==> config.mk <==
export PLATFORM = sky130hd
export DESIGN_NAME = zone_dtr_sched_flat
export DESIGN_NICKNAME = d
export VERILOG_FILES = /design/src/rtl/zone_dtr_sched_pkg.sv /design/src/rtl/zone_dtr_sched_if.sv /design/src/rtl/zone_dtr_sched_arbiter.sv /design/src/rtl/zone_dtr_sched.sv /design/src/flat_wrapper.sv
export SDC_FILE = /design/constraint.sdc
export NUM_CORES = 1
export LEC_CHECK = 0
export ABC_AREA = 1
export CELL_PAD_IN_SITES_DETAIL_PLACEMENT = 1
export CELL_PAD_IN_SITES_GLOBAL_PLACEMENT = 1
export CORE_MARGIN = 4
export CORE_UTILIZATION = 35
export DETAILED_ROUTE_END_ITERATION = 12
export PLACE_DENSITY = 0.77
export SLEW_MARGIN = 20
export SYNTH_ARGS = -nofsm -noshare
export SYNTH_HDL_FRONTEND = slang
export SYNTH_HIERARCHICAL = 1
export SYNTH_SLANG_ARGS = --single-unit
==> constraint.sdc <==
create_clock -name clk1 -period 2.7 [get_ports clk1]
set_input_delay 0.675 -clock clk1 [delete_from_list [all_inputs] [get_ports clk1]]
set_output_delay 0.675 -clock clk1 [all_outputs]
set_load 0.005 [all_outputs]
==> src/rtl/zone_dtr_sched_pkg.sv <==
// -----------------------------------------------------------------------------
// zone_dtr_sched_pkg
// Shared definitions for the zone detector scheduler:
//   - default sizing constants (requesters, word width, hit counter width)
//   - 3-bit FSM state encodings and the typed state enum built on them
// -----------------------------------------------------------------------------
package zone_dtr_sched_pkg;

    localparam int NREQ_DEF  = 4;
    localparam int WIDTH_DEF = 8;
    localparam int CNTW_DEF  = 4;

    localparam logic [2:0] ST_IDLE  = 3'd0;
    localparam logic [2:0] ST_CLR   = 3'd1;
    localparam logic [2:0] ST_SHIFT = 3'd2;
    localparam logic [2:0] ST_DRAIN = 3'd3;
    localparam logic [2:0] ST_DONE  = 3'd4;

    typedef enum logic [2:0] {
        S_IDLE  = ST_IDLE,
        S_CLR   = ST_CLR,
        S_SHIFT = ST_SHIFT,
        S_DRAIN = ST_DRAIN,
        S_DONE  = ST_DONE
    } state_e;

endpackage

==> src/rtl/zone_dtr_sched_if.sv <==
// -----------------------------------------------------------------------------
// zone_dtr_sched_if
// Serial link between the scheduler and the external zone detector.
//   det_din   : serial data bit, MSB first
//   det_valid : bit-valid strobe
//   det_clear : active-high synchronous clear of the detector
//   det_zout  : detector match output (Moore, registered in the detector)
// Modports:
//   master : scheduler side (drives din/valid/clear, reads zout)
//   slave  : detector side
// -----------------------------------------------------------------------------
interface zone_dtr_sched_if;

    logic det_din;
    logic det_valid;
    logic det_clear;
    logic det_zout;

    modport master (
        output det_din,
        output det_valid,
        output det_clear,
        input  det_zout
    );

    modport slave (
        input  det_din,
        input  det_valid,
        input  det_clear,
        output det_zout
    );

endinterface

==> src/rtl/zone_dtr_sched_arbiter.sv <==
// -----------------------------------------------------------------------------
// zone_rr_arbiter
// Combinational rotating-priority encoder. Scans req starting at ptr and
// moving upward with wrap; the first set bit wins.
// Ports:
//   req   : NREQ request vector
//   ptr   : index holding highest priority this round
//   gnt   : one-hot winner, all zero when no request
//   idx   : binary index of the winner (0 when no request)
//   found : at least one request is set
// -----------------------------------------------------------------------------
module zone_rr_arbiter
    import zone_dtr_sched_pkg::*;
#(
    parameter int NREQ = NREQ_DEF,
    parameter int IW   = (NREQ > 1) ? $clog2(NREQ) : 1
) (
    input  logic [NREQ-1:0] req,
    input  logic [IW-1:0]   ptr,
    output logic [NREQ-1:0] gnt,
    output logic [IW-1:0]   idx,
    output logic            found
);

    localparam logic [IW:0] NREQ_W = (IW+1)'(NREQ);

    logic [NREQ-1:0] rot_s;
    logic [IW-1:0]   off_s;
    logic [IW:0]     sum_s;

    // Rotate so ptr lands on bit 0, pick lowest set bit, rotate index back.
    always_comb begin
        rot_s = NREQ'({req, req} >> ptr);
        off_s = {IW{1'b0}};
        // Descending scan: the lowest set offset is the last one written.
        for (int k = NREQ - 1; k >= 0; k--) begin
            off_s = rot_s[k] ? IW'(k) : off_s;
        end
        found = |req;
        sum_s = {1'b0, ptr} + {1'b0, off_s};
        idx   = (sum_s >= NREQ_W) ? IW'(sum_s - NREQ_W) : sum_s[IW-1:0];
        gnt   = found ? ({{(NREQ-1){1'b0}}, 1'b1} << idx) : {NREQ{1'b0}};
    end

endmodule

==> src/rtl/zone_dtr_sched.sv <==
// -----------------------------------------------------------------------------
// zone_dtr_sched
// Round-robin scheduler sharing one serial zone detector among NREQ
// requesters. A granted word is latched, the detector is cleared for one
// cycle, the word is shifted out MSB first for WIDTH cycles, one drain cycle
// catches a match completed by the last bit, then a one-cycle done pulse
// reports the number of detector hits.
// Ports:
//   clk1      : clock, rising edge
//   clear     : asynchronous active-low reset
//   req       : per-requester request, held until done
//   req_data  : word i at [i*WIDTH +: WIDTH]
//   gnt       : one-hot grant (CLR..DONE) or zero
//   busy      : high whenever the FSM is not idle
//   det       : detector link (din/valid/clear out, zout in)
//   done      : one-cycle transfer-complete pulse
//   hit       : hit_count != 0, updated with done
//   hit_count : saturating hit count of the last transfer, held until next done
// All outputs come straight from flops.
// -----------------------------------------------------------------------------
module zone_dtr_sched
    import zone_dtr_sched_pkg::*;
#(
    parameter int NREQ  = NREQ_DEF,
    parameter int WIDTH = WIDTH_DEF,
    parameter int CNTW  = CNTW_DEF
) (
    input  logic                  clk1,
    input  logic                  clear,
    input  logic [NREQ-1:0]       req,
    input  logic [NREQ*WIDTH-1:0] req_data,
    output logic [NREQ-1:0]       gnt,
    output logic                  busy,
    zone_dtr_sched_if.master      det,
    output logic                  done,
    output logic                  hit,
    output logic [CNTW-1:0]       hit_count
);

    localparam int            IW       = (NREQ > 1) ? $clog2(NREQ) : 1;
    localparam int            BW       = (WIDTH > 1) ? $clog2(WIDTH) : 1;
    localparam logic [BW-1:0] BIT_LAST = BW'(WIDTH - 1);
    localparam logic [IW-1:0] PTR_LAST = IW'(NREQ - 1);

    // Saturating increment of the hit counter.
    function automatic logic [CNTW-1:0] sat_inc(input logic [CNTW-1:0] v);
        return (v == {CNTW{1'b1}}) ? v : v + CNTW'(1);
    endfunction

    state_e            state_r, state_s;
    logic [NREQ-1:0]   gnt_r, gnt_s;
    logic [IW-1:0]     gidx_r, gidx_s;
    logic [IW-1:0]     ptr_r, ptr_s;
    logic [WIDTH-1:0]  shift_r, shift_s;
    logic [BW-1:0]     bit_r, bit_s;
    logic [CNTW-1:0]   cnt_r, cnt_s;
    logic              busy_r, busy_s;
    logic              valid_r, valid_s;
    logic              dclr_r, dclr_s;
    logic              done_r, done_s;
    logic              hit_r, hit_s;
    logic [CNTW-1:0]   hitcnt_r, hitcnt_s;

    logic [NREQ-1:0]   arb_gnt_s;
    logic [IW-1:0]     arb_idx_s;
    logic              arb_found_s;

    zone_rr_arbiter #(
        .NREQ (NREQ),
        .IW   (IW)
    ) u_arb (
        .req   (req),
        .ptr   (ptr_r),
        .gnt   (arb_gnt_s),
        .idx   (arb_idx_s),
        .found (arb_found_s)
    );

    // Next-state and next-output logic; every output flop is loaded from here.
    always_comb begin
        state_s  = state_r;
        gnt_s    = gnt_r;
        gidx_s   = gidx_r;
        ptr_s    = ptr_r;
        shift_s  = shift_r;
        bit_s    = bit_r;
        cnt_s    = cnt_r;
        valid_s  = 1'b0;
        dclr_s   = 1'b0;
        done_s   = 1'b0;
        hit_s    = hit_r;
        hitcnt_s = hitcnt_r;
        case (state_r)
            S_IDLE: begin
                if (arb_found_s) begin
                    state_s = S_CLR;
                    gnt_s   = arb_gnt_s;
                    gidx_s  = arb_idx_s;
                    shift_s = req_data[int'(arb_idx_s) * WIDTH +: WIDTH];
                    cnt_s   = {CNTW{1'b0}};
                    dclr_s  = 1'b1;
                end else begin
                    state_s = S_IDLE;
                end
            end
            S_CLR: begin
                state_s = S_SHIFT;
                bit_s   = {BW{1'b0}};
                valid_s = 1'b1;
            end
            S_SHIFT: begin
                shift_s = {shift_r[WIDTH-2:0], 1'b0};
                // First shift cycle still shows the freshly cleared detector.
                cnt_s = ((bit_r != {BW{1'b0}}) && det.det_zout) ? sat_inc(cnt_r) : cnt_r;
                if (bit_r == BIT_LAST) begin
                    state_s = S_DRAIN;
                    valid_s = 1'b0;
                end else begin
                    bit_s   = bit_r + BW'(1);
                    valid_s = 1'b1;
                end
            end
            S_DRAIN: begin
                // Result of the last bit is only visible now.
                cnt_s    = det.det_zout ? sat_inc(cnt_r) : cnt_r;
                state_s  = S_DONE;
                done_s   = 1'b1;
                hitcnt_s = cnt_s;
                hit_s    = (cnt_s != {CNTW{1'b0}});
            end
            S_DONE: begin
                state_s = S_IDLE;
                gnt_s   = {NREQ{1'b0}};
                // Winner drops to lowest priority for the next round.
                ptr_s   = (gidx_r == PTR_LAST) ? {IW{1'b0}} : gidx_r + IW'(1);
            end
            default: begin
                state_s = S_IDLE;
                gnt_s   = {NREQ{1'b0}};
            end
        endcase
        busy_s = (state_s != S_IDLE);
    end

    // FSM state register.
    always_ff @(posedge clk1 or negedge clear) begin
        if (!clear) begin
            state_r <= S_IDLE;
        end else begin
            state_r <= state_s;
        end
    end

    // Datapath and output registers; reset aborts any transfer in flight.
    always_ff @(posedge clk1 or negedge clear) begin
        if (!clear) begin
            gnt_r    <= {NREQ{1'b0}};
            gidx_r   <= {IW{1'b0}};
            ptr_r    <= {IW{1'b0}};
            shift_r  <= {WIDTH{1'b0}};
            bit_r    <= {BW{1'b0}};
            cnt_r    <= {CNTW{1'b0}};
            busy_r   <= 1'b0;
            valid_r  <= 1'b0;
            dclr_r   <= 1'b1;
            done_r   <= 1'b0;
            hit_r    <= 1'b0;
            hitcnt_r <= {CNTW{1'b0}};
        end else begin
            gnt_r    <= gnt_s;
            gidx_r   <= gidx_s;
            ptr_r    <= ptr_s;
            shift_r  <= shift_s;
            bit_r    <= bit_s;
            cnt_r    <= cnt_s;
            busy_r   <= busy_s;
            valid_r  <= valid_s;
            dclr_r   <= dclr_s;
            done_r   <= done_s;
            hit_r    <= hit_s;
            hitcnt_r <= hitcnt_s;
        end
    end

    assign gnt           = gnt_r;
    assign busy          = busy_r;
    assign det.det_din   = shift_r[WIDTH-1];
    assign det.det_valid = valid_r;
    assign det.det_clear = dclr_r;
    assign done          = done_r;
    assign hit           = hit_r;
    assign hit_count     = hitcnt_r;

endmodule

==> src/flat_wrapper.sv <==
// flat-port wrapper written by rule: the top's interface ports become plain ports
module zone_dtr_sched_flat import zone_dtr_sched_pkg::*;
#(
    parameter int NREQ  = NREQ_DEF,
    parameter int WIDTH = WIDTH_DEF,
    parameter int CNTW  = CNTW_DEF
)
  (clk1, clear, req, req_data, gnt, busy, done, hit, hit_count, det_det_din, det_det_valid, det_det_clear, det_det_zout);
  zone_dtr_sched_if det_i ();
  input  logic clk1;
  input  logic clear;
  input  logic [NREQ-1:0] req;
  input  logic [NREQ*WIDTH-1:0] req_data;
  output logic [NREQ-1:0] gnt;
  output logic busy;
  output logic done;
  output logic hit;
  output logic [CNTW-1:0] hit_count;
  output wire logic [$bits(det_i.det_din)-1:0] det_det_din;
  output wire logic [$bits(det_i.det_valid)-1:0] det_det_valid;
  output wire logic [$bits(det_i.det_clear)-1:0] det_det_clear;
  input wire logic [$bits(det_i.det_zout)-1:0] det_det_zout;
  assign det_det_din = det_i.det_din;
  assign det_det_valid = det_i.det_valid;
  assign det_det_clear = det_i.det_clear;
  assign det_i.det_zout = det_det_zout;
  zone_dtr_sched #(.NREQ(NREQ), .WIDTH(WIDTH), .CNTW(CNTW)) u_core (.clk1(clk1), .clear(clear), .req(req), .req_data(req_data), .gnt(gnt), .busy(busy), .det(det_i), .done(done), .hit(hit), .hit_count(hit_count));
endmodule
==> run_results.csv, run 1 <==
group,metric,value,unit
yosys,synth_edf_count,0,
yosys,synthTopCellsByArea,"dfrtp_1, nand2_1, nand3_1",
routing,vias_per_cell,4.97,
clocking,clock-root-buffer,"clkbuf_8",
final_layout,fill_cells,703,
routing,num_vias,2051,
sta,fin_skew,0.00732,ns
yosys,yosysUniqueCellTypes,33,
floorplan,die-height,85.2,um
sta,postLayoutSetupSlackWorst,0.423,ns
routing,initialDrtViolationCount,69,
routing,drt_first_pass_iters,4,
power,ir_drop,0.000696,V
setup_path,max_stage_delay,0.47,ns
yosys,synth_cells,273,
sta,setup_viol,0,
sta,rsz0062_at_grt,"false",
setup_path,startpoint_type,"register",
grt,grt_pass1_vias,2055,
yosys,synth_top_area_cell,"dfrtp_1",
setup_path,reg2reg_slack,0.42,ns
floorplan,die-area,7260,um2
yosys,synth-seq-cells,35,
setup_path,crit_arrival,2.47,ns
yosys,synthArstFlopShare,100,%
yosys,synth_top_area_share,40.8,%
routing,detail-route-antenna-nets,0,
power,power,0.00413,W
final_layout,area_growth,39.1,%
job,drv_cap,0,
clocking,h-tree-depth,2,
sta,whs,0.471,ns
setup_path,path_cells,"inv_2 -> nand2_1 -> nand3_1 -> nand2_2 -> nand3_2 -> a21boi_2 -> ha_2 -> xnor2_2 -> nand3_2 -> nand2_4 -> buf_6 -> o21ai_1 -> o22ai_1 -> nand2_1 -> o211ai_1",
final_layout,drive_above_1_share,13.5,%
placement,place_area,2760,um2
yosys,yosysWarnings,6,
final_layout,nets,385,
sta,relSlewSlack,48.0,%
grt,grt_util_all_layers,17.1,%
yosys,syn_area,2090,um2
setup_path,r2r-end,"u_core/shift_r[7]$_DFFE_PN0P_",
setup_path,critical_path_buf_inv_count,2,
clocking,clock_latency,0.28,ns
clocking,cts-hold-fix-buffers,0,
clocking,cts_tree,"built",
floorplan,ios,53,
grt,grt_max_degree,36,
clocking,cts_buffers,5,
floorplan,die_w,85.2,um
grt,overflow,0,
setup_path,end_kind,"register",
routing,drc,0,
setup_path,worstPathMaxFanout,8,
sta,tightest_slew,0.780,ns
sta,slew_violations,0,
sta,period_share,84.3,%
final_layout,instances_no_fill,413,
setup_path,slowest_stage,"dfrtp_1",
routing,drt_wl_total,5920,um
setup_path,r2r-start,"u_core/ptr_r[0]$_DFFE_PN0N_",
final_layout,antenna_cells,0,
clocking,cts_sinks,35,
grt,grt_pass1_wl,10100,um
yosys,synth_nets,318,
clocking,clk_path_buf_depth,2,
final_layout,final_area,2900,um2
sta,hold_viol_final,0,
grt,antenna_found_initial,0,
setup_path,cp.required,2.90,ns
yosys,yosysSeqAreaShare,42.1,%
status,status,"finished clean",
sta,timing.fmax,439,MHz
setup_path,criticalPathCategory,"register to register",
placement,numPortBuffers,52,
placement,placed_cells,403,
yosys,synthTopCellsByCount,"nand2_1, dfrtp_1, nand3_1, nor2_1, o21ai_0",
placement,place_worst_setup_slack,-0.397,ns
hold_path,hold_class,"input port to asynchronous set/reset pin",
yosys,syn_area_per_cell,7.64,um2
floorplan,core_area,5640,um2
yosys,synth_most_common_cell,"nand2_1",
setup_path,rr_worst_depth,15,
power,leakage,1.37,nW
sta,finalCriticalPeriod,2.28,ns
power,power.density,1420,nW/um2
setup_path,cpLargestDelayFamily,"simple AND/OR/NAND/NOR gates",
floorplan,initial_core_util,37.0,%
placement,dp_hpwl,4550,um
floorplan,num_rows,27,
routing,wl_per_cell,14.3,um
placement,place_congestion,0.796,
yosys,ys.flop_type,"dfrtp_1",
clocking,path_clk_slew,0.07,ns
==> per-stage QoR <==
step                utilization (%)  setup TNS [ns]
CTS                            50.5               0
global placement               49.0           -1.53
detailed placement             49.0           -2.66
finish                         51.4               0
floorplan                         -               0
global route                   51.4               0
==> sequential cells by signal, summed over array words and instances, names as in the netlist <==
register              cells
u_core/shift_r            8
u_core/cnt_r              4
u_core/gnt                4
u_core/hit_count          4
u_core/bit_r              3
u_core/state_r            3
u_core/gidx_r             2
u_core/ptr_r              2
u_core/busy               1
u_core/det.det_clear      1
u_core/det.det_valid      1
u_core/done               1
u_core/hit                1
==> cells by family (layout without fill, tap and decap cells) <==
group                      Yosys count  after routing  synth area share (%)
buffers and inverters               32            100                  6.42
AOI/OAI and AO/OA                   55             55                  16.5
and+or+nand+nor                    144            144                  31.0
xor gates and xnor gates             1              1                 0.420
DFF                                 35             35                  42.1
adders and majority gates            6              6                  3.60
==> area by class of cell <==
| type | instances | area [um2] | area share, % |
|---|---|---|---|
| well taps | 72 | 90.1 | 3.11 |
| inverters | 29 | 116 | 4.01 |
| clock inverters | 1 | 5.00 | 0.173 |
| repair inverters | 1 | 5.00 | 0.173 |
| flip-flops and latches | 35 | 877 | 30.2 |
| multi-input cells | 206 | 1100 | 38.0 |
| repair buffers | 62 | 629 | 21.7 |
| clock buffers | 7 | 76.3 | 2.63 |
==> where the power goes <==
group	switching (W)	total (W)	internal, W
clock network	0.000183	0.000364	0.000181
registers	0.000188	0.000972	0.000785
logic	0.00156	0.00279	0.00124
==> cell usage in the layout, fill, tap and decap left out, types with 2 or more instances in the layout <==
master	n
nand3_1	28
nand2_4	2
nand2_2	3
nand2_1	73
nor2_1	28
clkinv_2	2
a21oi_1	7
clkdlybuf4s50_1	47
dlymetal6s2s_1	4
o211ai_1	3
o21ai_1	2
inv_1	20
o22ai_1	7
o21ai_0	23
buf_4	7
a32o_1	4
buf_12	2
inv_2	6
nor2_4	2
dfrtp_1	34
nand4_1	2
ha_1	5
clkbuf_1	2
a21boi_1	3
clkbuf_8	5
nand3_2	4
==> worst max-delay path by stage <==
stage,start,end,slack [ns],depth (start not counted)
floorplan,req[1],u_core/shift_r[1]$_DFFE_PN0P_,0.50,15
global placement,req[3],u_core/shift_r[7]$_DFFE_PN0P_,-0.28,16
detailed placement,req[1],u_core/shift_r[7]$_DFFE_PN0P_,-0.40,16
CTS,req[3],u_core/shift_r[7]$_DFFE_PN0P_,0.03,14
global route,u_core/ptr_r[0]$_DFFE_PN0N_,u_core/shift_r[7]$_DFFE_PN0P_,0.19,15
finish,u_core/ptr_r[0]$_DFFE_PN0N_,u_core/shift_r[7]$_DFFE_PN0P_,0.42,15
==> worst reg2reg max path, cell delays in order (launching register included) <==
cell	delay, ns
dfrtp_1	0.47
inv_2	0.09
nand2_1	0.09
nand3_1	0.08
nand2_2	0.09
nand3_2	0.06
a21boi_2	0.15
ha_2	0.20
xnor2_2	0.12
nand3_2	0.12
nand2_4	0.12
buf_6	0.13
o21ai_1	0.07
o22ai_1	0.22
nand2_1	0.08
o211ai_1	0.10
==> layer usage <==
metal  share of wire, %  vias up  global-route usage, %
li1                   -     1051                      -
met1                 45      974                   22.5
met5                  0        -                      0
met2                 51       21                   29.0
met4               0.86        0                   4.32
met3                2.7        5                   2.91
==> what timing repair did <==
action / CTS / global route
gates resized for setup: 2 / 12
endpoints found under the hold margin: 0 / 0
pin swaps: 0 / 7
endpoints found under the setup margin: 4 / 9
cloned: 0 / 1
buffers inserted: 0 / 1
No activity file was read; power rests on OpenSTA's default activity.
==> run 2: changes to the inputs <==
Clock period 2.7 ns to 2.3 ns, I/O delays scaled along.
==> run 2 against run 1 <==
Against the previous run: count of clock-buffer cells in the layout is the same; total power up 29%; first-iteration DRC count rose by 28%; critical endpoint is now u_core/shift_r[0]$_DFFE_PN0P_; register-to-register slack got worse by 0.37 ns; setup slack got worse by 0.37 ns; clock skew about the same; worst hold slack lost 0.10 ns; critical path type unchanged.
==> run_results.csv, run 2 (synthesis gave the netlist of run 1 again) <==
group,metric,value,unit
setup_path,worstPathMaxFanout,6,
sta,setup_viol,0,
routing,drt_wl_total,6380,um
setup_path,crit_arrival,2.42,ns
setup_path,max_stage_delay,0.48,ns
final_layout,mostFrequentLayoutCells,"nand2_1, clkdlybuf4s50_1, dfrtp_1",
sta,period_share,97.7,%
routing,drc,0,
routing,drt_first_pass_iters,4,
clocking,clk_path_buf_depth,2,
power,power.density,1740,nW/um2
final_layout,final_area,3060,um2
setup_path,slowest_stage,"dfrtp_2",
routing,detail-route-antenna-nets,0,
power,leakage,1.42,nW
clocking,h-tree-depth,2,
setup_path,path_cells,"inv_4 -> nand2_4 -> nand3_2 -> nand2_2 -> a21boi_2 -> ha_2 -> xnor2_2 -> nand3_2 -> nand2_4 -> clkinvlp_4 -> buf_6 -> o21ai_2 -> o22ai_1 -> nand2_1 -> o21ai_1",
clocking,cts-hold-fix-buffers,0,
sta,relSlewSlack,48.4,%
floorplan,die_w,85.2,um
grt,overflow,0,
clocking,cts_tree,"built",
grt,grt_util_all_layers,17.5,%
clocking,clock-root-buffer,"clkbuf_8",
hold_path,hold_class,"input port to asynchronous set/reset pin",
floorplan,ios,53,
sta,slew_violations,0,
setup_path,cp.required,2.47,ns
final_layout,instances_no_fill,422,
clocking,cts_sinks,35,
placement,placed_cells,403,
routing,num_vias,2127,
floorplan,die-height,85.2,um
setup_path,end_kind,"register",
sta,whs,0.369,ns
placement,place_area,2760,um2
grt,antenna_found_initial,0,
placement,numPortBuffers,52,
final_layout,largest_register,"u_core/shift_r",
grt,grt_max_degree,36,
floorplan,die-area,7260,um2
floorplan,initial_core_util,37.0,%
setup_path,criticalPathCategory,"register to register",
grt,grt_pass1_vias,2129,
sta,fin_skew,0.00756,ns
routing,vias_per_cell,5.04,
floorplan,core_area,5640,um2
power,ir_drop,0.000925,V
final_layout,drive_above_1_share,23.4,%
floorplan,num_rows,27,
sta,rsz0062_at_grt,"true",
final_layout,area_growth,46.6,%
sta,tightest_slew,0.774,ns
clocking,cts_buffers,5,
grt,grt_pass1_wl,10300,um
placement,dp_hpwl,4570,um
final_layout,largest_reg_flops,8,
sta,finalCriticalPeriod,2.25,ns
clocking,clock_latency,0.29,ns
routing,wl_per_cell,15.1,um
placement,place_congestion,0.796,
clocking,path_clk_slew,0.07,ns
setup_path,startpoint_type,"register",
job,drv_cap,0,
sta,hold_viol_final,0,
final_layout,final_common_cell,"nand2_1",
sta,timing.fmax,445,MHz
routing,initialDrtViolationCount,88,
final_layout,nets,394,
status,status,"finished clean",
final_layout,antenna_cells,0,
[run 2: final cells by class]
type	instances	area, um2
tap	72	90.1
multi-input combinational	206	1190
fill	683	2580
clock inverter	1	5.00
timing repair buffer	72	691
inverter	29	121
sequential	35	880
clock buffer	7	76.3
[run 2: per-layer routing]
layer  share of wire, %  track usage, %  vias to the layer above
met4               0.99            4.60                        0
li1                   -               -                     1065
met3                3.2            3.20                        7
met2                 53            30.6                       33
met5                  0               0                        -
met1                 43            22.0                     1022
[run 2: worst max-delay path: cells and delay by family (launching register included)]
family	cells	cell delay, ns
AOI/OAI and AO/OA	4	0.33
xor gates and xnor gates	1	0.18
adders and majority gates	1	0.18
buffers and inverters	3	0.43
DFF	1	0.48
and+or+nand+nor	6	0.51
[run 2: where the power goes]
part	leakage, nW	switching (W)	total, W	internal [W]
logic	0.945	0.00201	0.00373	0.00172
registers	0.430	0.000231	0.00116	0.000925
clock network	0.0422	0.000212	0.000424	0.000212
[run 2: through the flow]
step / setup slack (ns) / util [%] / TNS [ns] / power, W
floorplan: 0.199 / - / 0 / 0.00308
global placement: -0.566 / 49.0 / -5.15 / 0.00420
detailed placement: -0.689 / 49.0 / -6.56 / 0.00430
CTS: 0.00497 / 52.1 / 0 / 0.00508
global route: -0.113 / 54.2 / -0.688 / 0.00584
finish: 0.0521 / 54.2 / 0 / 0.00531
[run 2: final timing paths]
path | from | to | slack [ns] | depth (start not counted)
max in group asynchronous | clear | u_core/ptr_r[1]$_DFFE_PN0N_ | 1.39 | 1
worst max register to register | u_core/ptr_r[0]$_DFFE_PN0N_ | u_core/shift_r[0]$_DFFE_PN0P_ | 0.05 | 15
worst min-delay path | clear | u_core/shift_r[2]$_DFFE_PN0P_ | 0.37 | 1
worst max-delay path | u_core/ptr_r[0]$_DFFE_PN0N_ | u_core/shift_r[0]$_DFFE_PN0P_ | 0.05 | 15
min in group clk1 | u_core/shift_r[4]$_DFFE_PN0P_ | u_core/shift_r[5]$_DFFE_PN0P_ | 0.50 | 2
worst min register to register | u_core/shift_r[4]$_DFFE_PN0P_ | u_core/shift_r[5]$_DFFE_PN0P_ | 0.50 | 2
[run 2: timing repair]
item / in CTS / in global routing
setup buffers: 7 / 4
pin swaps: 13 / 16
endpoints found under the setup margin: 13 / 10
resized for setup: 25 / 34
